<file path="config.mk">
export PLATFORM = sky130hd
export DESIGN_NAME = maxpool2d
export DESIGN_NICKNAME = d
export VERILOG_FILES = /design/src/rtl/maxpool2d.sv
export SDC_FILE = /design/constraint.sdc
export NUM_CORES = 1
export LEC_CHECK = 0
export BUFFER_PORTS_ARGS = -buffer_cell sky130_fd_sc_hd__buf_4
export CORE_MARGIN = 3
export CORE_UTILIZATION = 25
export CTS_CLUSTER_SIZE = 40
export DETAILED_ROUTE_END_ITERATION = 10
export GPL_TIMING_DRIVEN = 0
export SLEW_MARGIN = 20
export SYNTH_ARGS = -nofsm -noshare
export SYNTH_HDL_FRONTEND = slang
export SYNTH_SLANG_ARGS = --single-unit
</file>
<file path="constraint.sdc">
create_clock -name clk -period 11.2 [get_ports clk]
set_input_delay 2.24 -clock clk [delete_from_list [all_inputs] [get_ports clk]]
set_output_delay 2.24 -clock clk [all_outputs]
set_load 0.02 [all_outputs]
</file>
<file path="src/rtl/maxpool2d.sv">
// 2D max pooling over an NCHW tensor held in a read buffer, with optional ReLU.
// Each window is read one element per cycle, then its maximum is written in a single cycle.
module maxpool2d #(
    parameter int BATCH_SIZE = 1,
    parameter int CHANNELS   = 1,
    parameter int IN_HEIGHT  = 4,
    parameter int IN_WIDTH   = 4,
    parameter int POOL_SIZE  = 2,
    parameter int STRIDE     = 2,
    parameter int DATA_WIDTH = 8,
    parameter int ADDR_WIDTH = 16,
    parameter int SIGNED     = 0,
    parameter int RELU_EN    = 0
) (
    input  logic                  clk,
    input  logic                  rst,
    input  logic                  start,
    output logic                  done,
    output logic                  valid,
    output logic [ADDR_WIDTH-1:0] input_addr,
    input  logic [DATA_WIDTH-1:0] input_data,
    output logic                  input_en,
    output logic [ADDR_WIDTH-1:0] output_addr,
    output logic [DATA_WIDTH-1:0] output_data,
    output logic                  output_we,
    output logic                  output_en
);

    localparam int OUT_H = (IN_HEIGHT - POOL_SIZE) / STRIDE + 1;
    localparam int OUT_W = (IN_WIDTH - POOL_SIZE) / STRIDE + 1;
    localparam int N     = BATCH_SIZE * CHANNELS * OUT_H * OUT_W;

    typedef enum logic [1:0] {IDLE, READ, WRITE, DONE} state_t;

    state_t                state_reg, state_next;
    logic [31:0]           b_reg, b_next, c_reg, c_next;
    logic [31:0]           oh_reg, oh_next, ow_reg, ow_next;
    logic [31:0]           ph_reg, ph_next, pw_reg, pw_next;
    logic [31:0]           idx_reg, idx_next;
    logic [DATA_WIDTH-1:0] max_reg, max_next;
    logic [ADDR_WIDTH-1:0] out_addr_reg, out_addr_next;
    logic [DATA_WIDTH-1:0] out_data_reg, out_data_next;
    logic [31:0]           rd_addr;
    logic                  first_elem;
    logic                  greater;

    always_ff @(posedge clk or negedge rst) begin
        if (!rst) begin
            state_reg    <= IDLE;
            b_reg        <= '0;
            c_reg        <= '0;
            oh_reg       <= '0;
            ow_reg       <= '0;
            ph_reg       <= '0;
            pw_reg       <= '0;
            idx_reg      <= '0;
            max_reg      <= '0;
            out_addr_reg <= '0;
            out_data_reg <= '0;
        end else begin
            state_reg    <= state_next;
            b_reg        <= b_next;
            c_reg        <= c_next;
            oh_reg       <= oh_next;
            ow_reg       <= ow_next;
            ph_reg       <= ph_next;
            pw_reg       <= pw_next;
            idx_reg      <= idx_next;
            max_reg      <= max_next;
            out_addr_reg <= out_addr_next;
            out_data_reg <= out_data_next;
        end
    end

    // The first element of a window seeds the max so all-negative windows work.
    always_comb begin
        first_elem = (ph_reg == 0) && (pw_reg == 0);
        if (SIGNED != 0) begin
            greater = $signed(input_data) > $signed(max_reg);
        end else begin
            greater = input_data > max_reg;
        end
        rd_addr = ((b_reg * CHANNELS + c_reg) * IN_HEIGHT + oh_reg * STRIDE + ph_reg) * IN_WIDTH
                  + ow_reg * STRIDE + pw_reg;
    end

    always_comb begin
        state_next    = state_reg;
        b_next        = b_reg;
        c_next        = c_reg;
        oh_next       = oh_reg;
        ow_next       = ow_reg;
        ph_next       = ph_reg;
        pw_next       = pw_reg;
        idx_next      = idx_reg;
        max_next      = max_reg;
        out_addr_next = out_addr_reg;
        out_data_next = out_data_reg;
        case (state_reg)
            IDLE, DONE: begin
                if (start) begin
                    state_next = READ;
                    b_next     = '0;
                    c_next     = '0;
                    oh_next    = '0;
                    ow_next    = '0;
                    ph_next    = '0;
                    pw_next    = '0;
                    idx_next   = '0;
                    max_next   = '0;
                end
            end
            READ: begin
                max_next = (first_elem || greater) ? input_data : max_reg;
                if (pw_reg == POOL_SIZE - 1) begin
                    pw_next = '0;
                    if (ph_reg == POOL_SIZE - 1) begin
                        ph_next       = '0;
                        state_next    = WRITE;
                        out_addr_next = ADDR_WIDTH'(idx_reg);
                        // ReLU clamp only applies when the data is two's complement.
                        if ((SIGNED != 0) && (RELU_EN != 0) && max_next[DATA_WIDTH-1]) begin
                            out_data_next = '0;
                        end else begin
                            out_data_next = max_next;
                        end
                    end else begin
                        ph_next = ph_reg + 32'd1;
                    end
                end else begin
                    pw_next = pw_reg + 32'd1;
                end
            end
            WRITE: begin
                idx_next   = idx_reg + 32'd1;
                state_next = (idx_reg == N - 1) ? DONE : READ;
                if (ow_reg == OUT_W - 1) begin
                    ow_next = '0;
                    if (oh_reg == OUT_H - 1) begin
                        oh_next = '0;
                        if (c_reg == CHANNELS - 1) begin
                            c_next = '0;
                            b_next = b_reg + 32'd1;
                        end else begin
                            c_next = c_reg + 32'd1;
                        end
                    end else begin
                        oh_next = oh_reg + 32'd1;
                    end
                end else begin
                    ow_next = ow_reg + 32'd1;
                end
            end
            default: state_next = IDLE;
        endcase
    end

    always_comb begin
        input_en    = (state_reg == READ);
        input_addr  = (state_reg == READ) ? ADDR_WIDTH'(rd_addr) : '0;
        valid       = (state_reg == WRITE);
        output_we   = (state_reg == WRITE);
        output_en   = (state_reg == WRITE);
        done        = (state_reg == DONE);
        output_addr = out_addr_reg;
        output_data = out_data_reg;
    end

endmodule

</file>
# Word level (Yosys, flattened, before mapping)
# Cells that the tools add are included.
# W data, S select, Z words.
# word_totals
ff_bits,258
in_bits,11
wordCells,84
# classes
addsub,12
magnitude_cmp,1
n_eq_ne,14
muxes,29
n_reduce_logical,17
# ops
op,count
$pmux W32 S2,7
$mux W32,13
$add A32 B1 Y32 const B,7
$eq A32 B1 Y1 const B,4
$logic_not A32 Y1,3
$add A16 B16 Y16,2
$eq A32 B2 Y1 const B,1
$add A14 B14 Y14,2
$mux W16,1
$mux W8,2
$pmux W8 S2,1
$add A12 B12 Y12,1
$reduce_and A3 Y1,4
$ne A2 B1 Y1 const B,5
$gt A8 B8 Y1,1
$mux W2,4
$pmux W2 S3,1
$reduce_and A5 Y1,1
$eq A2 B2 Y1 const B,2
$reduce_and A2 Y1,2
$reduce_and A4 Y1,1
$reduce_bool A2 Y1,2
$eq A2 B1 Y1 const B,1
$logic_not A2 Y1,1
4 further kinds,4

# Depth between registers and ports, before layout
# Gate-level depths: netlist (run 1).
# depth
word_depth,6
ltp_mapped,27
ltp_nobuf,27

# Worst setup path after synthesis (run 1)
# Ideal clock, no wire load.
# synth_path
path_type,reg-to-output
from,register b_reg[0]
to,output port input_addr[15]
t_arrival_ns,4.987
t_required_ns,8.960
slack_ns,3.973
path_stages_with_launch,27
path_buffers,0
cell_sequence,dfrtp_1 -> ha_1 -> inv_1 -> fa_1 -> nor2b_1 -> o21ai_0 -> a21boi_0 -> o21ai_0 -> a21boi_0 -> o21ai_0 -> and4_1 -> a211oi_1 -> fa_1 -> inv_1 -> ha_1 -> nand2b_1 -> nor2_1 -> a21oi_1 -> o311ai_0 -> a311oi_1 -> fa_1 -> inv_1 -> ha_1 -> a21oi_1 -> o21ai_0 -> xnor2_1 -> and2_1
# synth_via
elab_chain_cells,6
# synth_lines
element,line_no,rtl
start: declaration,36,"logic [31:0] b_reg, b_next, c_reg, c_next;"
start signal: assignment,62,b_reg <= b_next;
$add A12 B12 Y12,83,rd_addr = ((b_reg * CHANNELS + c_reg) * IN_HEIGHT + oh_reg * STRIDE + ph_reg) * IN_WIDTH
$add A14 B14 Y14 (2 in a row),83,
$add A16 B16 Y16 (2 in a row),84,+ ow_reg * STRIDE + pw_reg;
$mux W16,160,input_addr = (state_reg == READ) ? ADDR_WIDTH'(rd_addr) : '0;
end: declaration,20,"output logic [ADDR_WIDTH-1:0] input_addr,"
# No other way between the ends.

# Worst setup path after layout (run 1)
# layout_path
from,register c_reg[0]
to,output port input_addr[15]
# layout_via
elab_chain_cells,6
# layout_lines
element,line_no,rtl
start: declaration,36,
start signal: assignment,63,c_reg <= c_next;
$add A12 B12 Y12,83,
$add A14 B14 Y14 (2 in a row),83,
$add A16 B16 Y16 (2 in a row),84,
$mux W16,160,
# No other way between the ends.

==> results of run 1 <==
==> logic make-up (layout without fill, tap and decap cells) <==
| group | after synthesis | after routing |
|---|---|---|
| AO/OA/AOI/OAI | 228 | 228 |
| XOR/XNOR | 167 | 167 |
| adder cells (fa/ha/maj) | 90 | 90 |
| buffers and inverters | 135 | 245 |
| flip-flops | 238 | 238 |
| multiplexers | 38 | 38 |
| AND/OR/NAND/NOR | 703 | 703 |
==> layout make-up <==
| cell class | instances | area share |
|---|---|---|
| multi-input combinational | 1226 | 0.474 |
| clock inverter | 11 | 0.00605 |
| buffer | 54 | 0.0156 |
| inverter | 81 | 0.0179 |
| sequential | 238 | 0.351 |
| tap | 756 | 0.0558 |
| clock buffer | 41 | 0.0495 |
| timing repair buffer | 58 | 0.0297 |
==> critical path, delay by kind of cell, from the launching register on <==
kind / cells / cell delay (ns)
DFF: 1 / 0.43
AOI/OAI and AO/OA: 9 / 1.97
adders and majority gates: 5 / 1.67
buffers and inverters: 3 / 0.27
xor gates and xnor gates: 6 / 1.15
and+or+nand+nor: 5 / 0.67
==> worst max path at each step <==
stage,endpoint,slack (ns),cells past startpoint
floorplan,input_addr[15],3.97,26
global placement,input_addr[15],3.11,28
detailed placement,input_addr[15],2.90,28
CTS,input_addr[15],2.27,28
global route,input_addr[15],1.73,28
finish,input_addr[15],2.24,28
==> metal layers <==
metal / global-route usage / vias up / share of wire
met5: 0 / - / 0
met4: 0.0245 / 0 / 0.019
met3: 0.0174 / 53 / 0.039
met2: 0.191 / 204 / 0.46
met1: 0.169 / 5786 / 0.48
li1: - / 5733 / -
==> placed cells by master (no fill, tap or decap), drive strengths merged, types with 8 or more instances in the layout <==
cell type	Yosys	routed
clkbuf	35	76
a21oi	31	31
nand3	77	77
xnor2	67	67
ha	63	63
nand2	157	157
nor2b	8	8
fa	27	27
and4	11	11
nor3	36	36
buf	19	77
a31oi	14	14
and3	42	42
and2	13	13
o31ai	16	16
xor2	100	100
or3	16	16
o21ai	110	110
nor2	221	221
dfrtp	238	238
nor4	52	52
a21o	15	15
mux2	32	32
inv	81	81
o211ai	8	8
nand4	53	53
==> report_power, final <==
group | switching (mW) | internal, mW | total, mW
clock network | 0.380 | 0.543 | 0.923
registers | 0.0514 | 0.909 | 0.960
logic | 0.611 | 0.274 | 0.884
==> impl_metrics.tcl, run 1 <==
set metrics [dict create \
    yosys_register_bits 238 \
    syn_avg_cell_area_sq_um 9.11 \
    dr.pass1.iters 5 \
    fin_area_sq_um 17000 \
    yosys.area_share.simple 0.236 \
    cp_slowest_cell "fa_1" \
    ios 56 \
    pre_cts_slack_ns 2.90 \
    fin_cells 2465 \
    synth_edf_count 0 \
    utilization 0.297 \
    crit_start "c_reg[0]$_DFFE_PN0P_" \
    synthXorXnorAreaFrac 0.100 \
    critical_path.endpoint_type "output pin" \
    synth.distinct_cells 65 \
    initial_utilization 0.255 \
    whs_path_depth 1 \
    viasPerCell 4.78 \
    grt_max_degree 87 \
    synth_common_cells "dfrtp_1 (238), nor2_1 (217), nand2_1 (155)" \
    dpl-instance-area_sq_um 16000 \
    synth_fp_nets 1700 \
    netlist.area_leader.share 0.409 \
    antenna_found_initial 0 \
    hold_end "output_data[2]$_DFFE_PN0P_" \
    path_max_fanout 5 \
    placedCellCount 2413 \
    fin_crit_sh 0.800 \
    grt_pass1_vias 11700 \
    yosys_most_used_dff "dfrtp_1" \
    area_delta_synth_final_pct 16.4 \
    synthAdderAreaFrac 0.0912 \
    path_class "flop to output pin" \
    yosys_warnings 0 \
    netlist_instances 1599 \
    synth_top_family_by_area "simple AND/OR/NAND/NOR gates" \
    diodes 0 \
    r2r_end "ow_reg[31]$_DFFE_PN0P_" \
    whs_ns 0.506 \
    critPathRequiredTime_ns 8.96 \
    num_rows 87 \
    cts_setup_buffers 0 \
    hold_path.class "flop to flop" \
    maxCapViolations 0 \
    routed_wl_um 36500 \
    cts.clk_slew.worst_paths_ns 0.06 \
    layout-drive-gt1-share 0.105 \
    drc 0 \
    period_minus_slack_ns 8.96 \
    drtIter0Drc 691 \
    relSlewSlack 0.435 \
    cts_resized 0 \
    rsz0062_at_grt "false" \
    peakVddDrop_uv 99.7 \
    clock_latency_ns 0.56 \
    nets 1788 \
    fp.dieH_um 247 \
    gp_congestion 0.857 \
    grt_overflow 0 \
    status "finished, final reports clean" \
    place_hpwl_um 26800 \
    cts_tree "yes" \
    powerDensity_nw_per_um2 163 \
    core_sq_um 57000 \
    track_usage 0.118 \
    synth_area_sq_um 14600 \
    tightest_slew_ns 0.824 \
    clock-root-buffer "clkbuf_16" \
    finalMaxSlewViolations 0 \
    setup_viol 0 \
    nFillCells 6000 \
    arrival_ns 6.72 \
    clock_path_buffers 3 \
    reg2reg_depth 11 \
    cts.sinks 238 \
    fmax_mhz 112 \
    crit_top_cell "xnor2_1" \
    die_w_um 247 \
    routedWlPerCell_um 14.8 \
    finalPower_mw 2.77 \
    synth_compound_area_frac 0.0958 \
    muxShareOfSynthArea 0.0289 \
    power.leakage_nw 7.63 \
    rrSetupSlack_ns 7.87 \
    cp-start-kind "flop" \
    ant_nets 0 \
    multiInputGateArea_sq_um 8050 \
    finClkSkew_ns 0.0153 \
    cts_buffers 28 \
    r2r_start "state_reg[0]$_DFFE_PN0P_" \
    worstHoldStart "output_data[2]$_DFFE_PN0P_" \
    vias 11800 \
    grt_pass1_wl_um 60600 \
    register_area_sq_um 5960 \
    synth.most_common_cell "dfrtp_1" \
    ys_seq_area_frac 0.409 \
    ctsHoldBuffers 0 \
    htreeDepth 1 \
    netlist_top_cells_area "dfrtp_1 (41%), xor2_1 (6.0%), nor2_1 (5.6%), ha_1 (5.4%), xnor2_1 (4.0%)" \
    setup_ws_ns 2.24 \
    synth.largest_area_cell "dfrtp_1" \
    tns_ns 0 \
    dieArea_sq_um 61200 \
    cpPeakStageDelay_ns 0.48 \
    hold_viol_final 0 \
    async_flop_share 1.00 \
    place.port_buffers 55 \
]
Note: power is estimated with default switching activity, not from simulation.
==> run 2: changes to the inputs <==
==> constraint.sdc (replaced) <==
create_clock -name clk -period 8.9 [get_ports clk]
set_input_delay 1.78 -clock clk [delete_from_list [all_inputs] [get_ports clk]]
set_output_delay 1.78 -clock clk [all_outputs]
set_load 0.02 [all_outputs]
==> run 2 against run 1 <==
Clock power up 26%. Die area unchanged. Global-route usage unchanged. Clock skew up 0.0016 ns. Hold slack about the same. Largest power group unchanged.
==> impl_metrics.tcl, run 2 (synthesis results as in run 1) <==
set metrics [dict create \
    final_common_cell "dfrtp_1" \
    dr.pass1.iters 5 \
    cts_buffers 28 \
    num_rows 87 \
    power.leakage_nw 7.63 \
    status "finished, final reports clean" \
    hold_path.class "flop to flop" \
    critical_path.endpoint_type "output pin" \
    ant_nets 0 \
    area_delta_synth_final_pct 16.5 \
    maxCapViolations 0 \
    grt_pass1_vias 11700 \
    cts.sinks 238 \
    cts.clk_slew.worst_paths_ns 0.06 \
    track_usage 0.118 \
    register_area_sq_um 5960 \
    mostFrequentLayoutCells "dfrtp_1 (238), nor2_1 (217), nand2_1 (155)" \
    gp_congestion 0.857 \
    grt_pass1_wl_um 60600 \
    core_sq_um 57000 \
    multiInputGateArea_sq_um 8060 \
    critPathRequiredTime_ns 7.12 \
    tns_ns 0 \
    peakVddDrop_uv 125 \
    htreeDepth 1 \
    setup_viol 0 \
    arrival_ns 6.53 \
    vias 11800 \
    pre_cts_slack_ns 1.06 \
    whs_ns 0.506 \
    clock_latency_ns 0.56 \
    ios 56 \
    finClkSkew_ns 0.0169 \
    drtIter0Drc 717 \
    diodes 0 \
    clock_path_buffers 3 \
    finalMaxSlewViolations 0 \
    die_w_um 247 \
    fin_crit_sh 0.933 \
    tightest_slew_ns 0.873 \
    grt_max_degree 87 \
    clock-root-buffer "clkbuf_16" \
    fin_area_sq_um 17000 \
    dpl-instance-area_sq_um 16000 \
    routedWlPerCell_um 14.8 \
    nets 1788 \
    path_max_fanout 5 \
    fmax_mhz 120 \
    initial_utilization 0.255 \
    cts_tree "yes" \
    relSlewSlack 0.401 \
    nFillCells 6000 \
    cp-start-kind "flop" \
    dieArea_sq_um 61200 \
    layout-drive-gt1-share 0.106 \
    place.port_buffers 55 \
    grt_overflow 0 \
    viasPerCell 4.78 \
    path_class "flop to output pin" \
    antenna_found_initial 0 \
    powerDensity_nw_per_um2 205 \
    fp.dieH_um 247 \
    drc 0 \
    hold_viol_final 0 \
    routed_wl_um 36600 \
    setup_ws_ns 0.593 \
    place_hpwl_um 26800 \
    period_minus_slack_ns 8.31 \
]
## run 2: layout make-up
type / instances / share of cell area
Timing Repair Buffer: 58 / 0.0296
Multi-Input combinational cell: 1226 / 0.475
Clock buffer: 41 / 0.0495
Tap cell: 756 / 0.0557
Sequential cell: 238 / 0.351
Buffer: 54 / 0.0156
Inverter: 81 / 0.0179
Clock inverter: 11 / 0.00604
## run 2: worst paths after layout
| check | from | endpoint | slack [ns] | depth (start not counted) |
|---|---|---|---|---|
| min reg2reg | output_data[2]$_DFFE_PN0P_ | output_data[2]$_DFFE_PN0P_ | 0.51 | 1 |
| min | output_data[2]$_DFFE_PN0P_ | output_data[2]$_DFFE_PN0P_ | 0.51 | 1 |
| max reg2reg | state_reg[0]$_DFFE_PN0P_ | ow_reg[31]$_DFFE_PN0P_ | 5.55 | 11 |
| max | c_reg[0]$_DFFE_PN0P_ | input_addr[15] | 0.59 | 27 |
| min in group asynchronous | rst | ow_reg[26]$_DFFE_PN0P_ | 1.07 | 1 |
| max in group asynchronous | rst | output_addr[6]$_DFFE_PN0P_ | 6.42 | 4 |
## run 2: power by group
| group | switching, mW | internal [mW] | total [mW] |
|---|---|---|---|
| combinational | 0.770 | 0.344 | 1.11 |
| clock | 0.480 | 0.683 | 1.16 |
| sequential | 0.0647 | 1.14 | 1.21 |
## run 2: per-stage QoR
step | util | std cells | power (mW)
floorplan | - | 1599 | 1.93
global placement | 0.279 | 2410 | 2.32
detailed placement | 0.281 | 2413 | 2.34
CTS | 0.297 | 2465 | 3.53
global route | 0.298 | 2465 | 3.69
finish | 0.298 | 2465 | 3.49
## run 2: worst max-delay path, stage by stage, from the launching register on
cell      delay (ns)
dfrtp_1         0.43
ha_1            0.23
inv_1           0.06
fa_1            0.40
nor2b_1         0.12
o21ai_0         0.09
a21boi_0        0.24
o21ai_0         0.14
a21boi_0        0.28
o21ai_0         0.18
and4_1          0.23
a211oi_1        0.33
fa_1            0.48
inv_1           0.07
ha_1            0.26
nand2b_1        0.13
nor2_1          0.05
a21oi_1         0.11
o311ai_0        0.17
a311oi_2        0.33
fa_1            0.49
inv_1           0.09
ha_1            0.27
a21oi_1         0.15
o21ai_0         0.15
xnor2_1         0.17
and2_1          0.17
buf_4           0.15
## run 2: per-layer routing
metal,GRT usage,part of all wire,up-vias,wire length [um]
li1,-,-,5735,-
met4,0.0245,0.019,0,696
met1,0.169,0.48,5801,17700
met2,0.191,0.46,204,16800
met3,0.0174,0.039,55,1420
met5,0,0,-,0
## run 2: what timing repair did
item	in CTS	in global routing
setup endpoints to repair	0	1
hold buffers	0	0
setup buffers	0	0
gates resized for setup	0	3
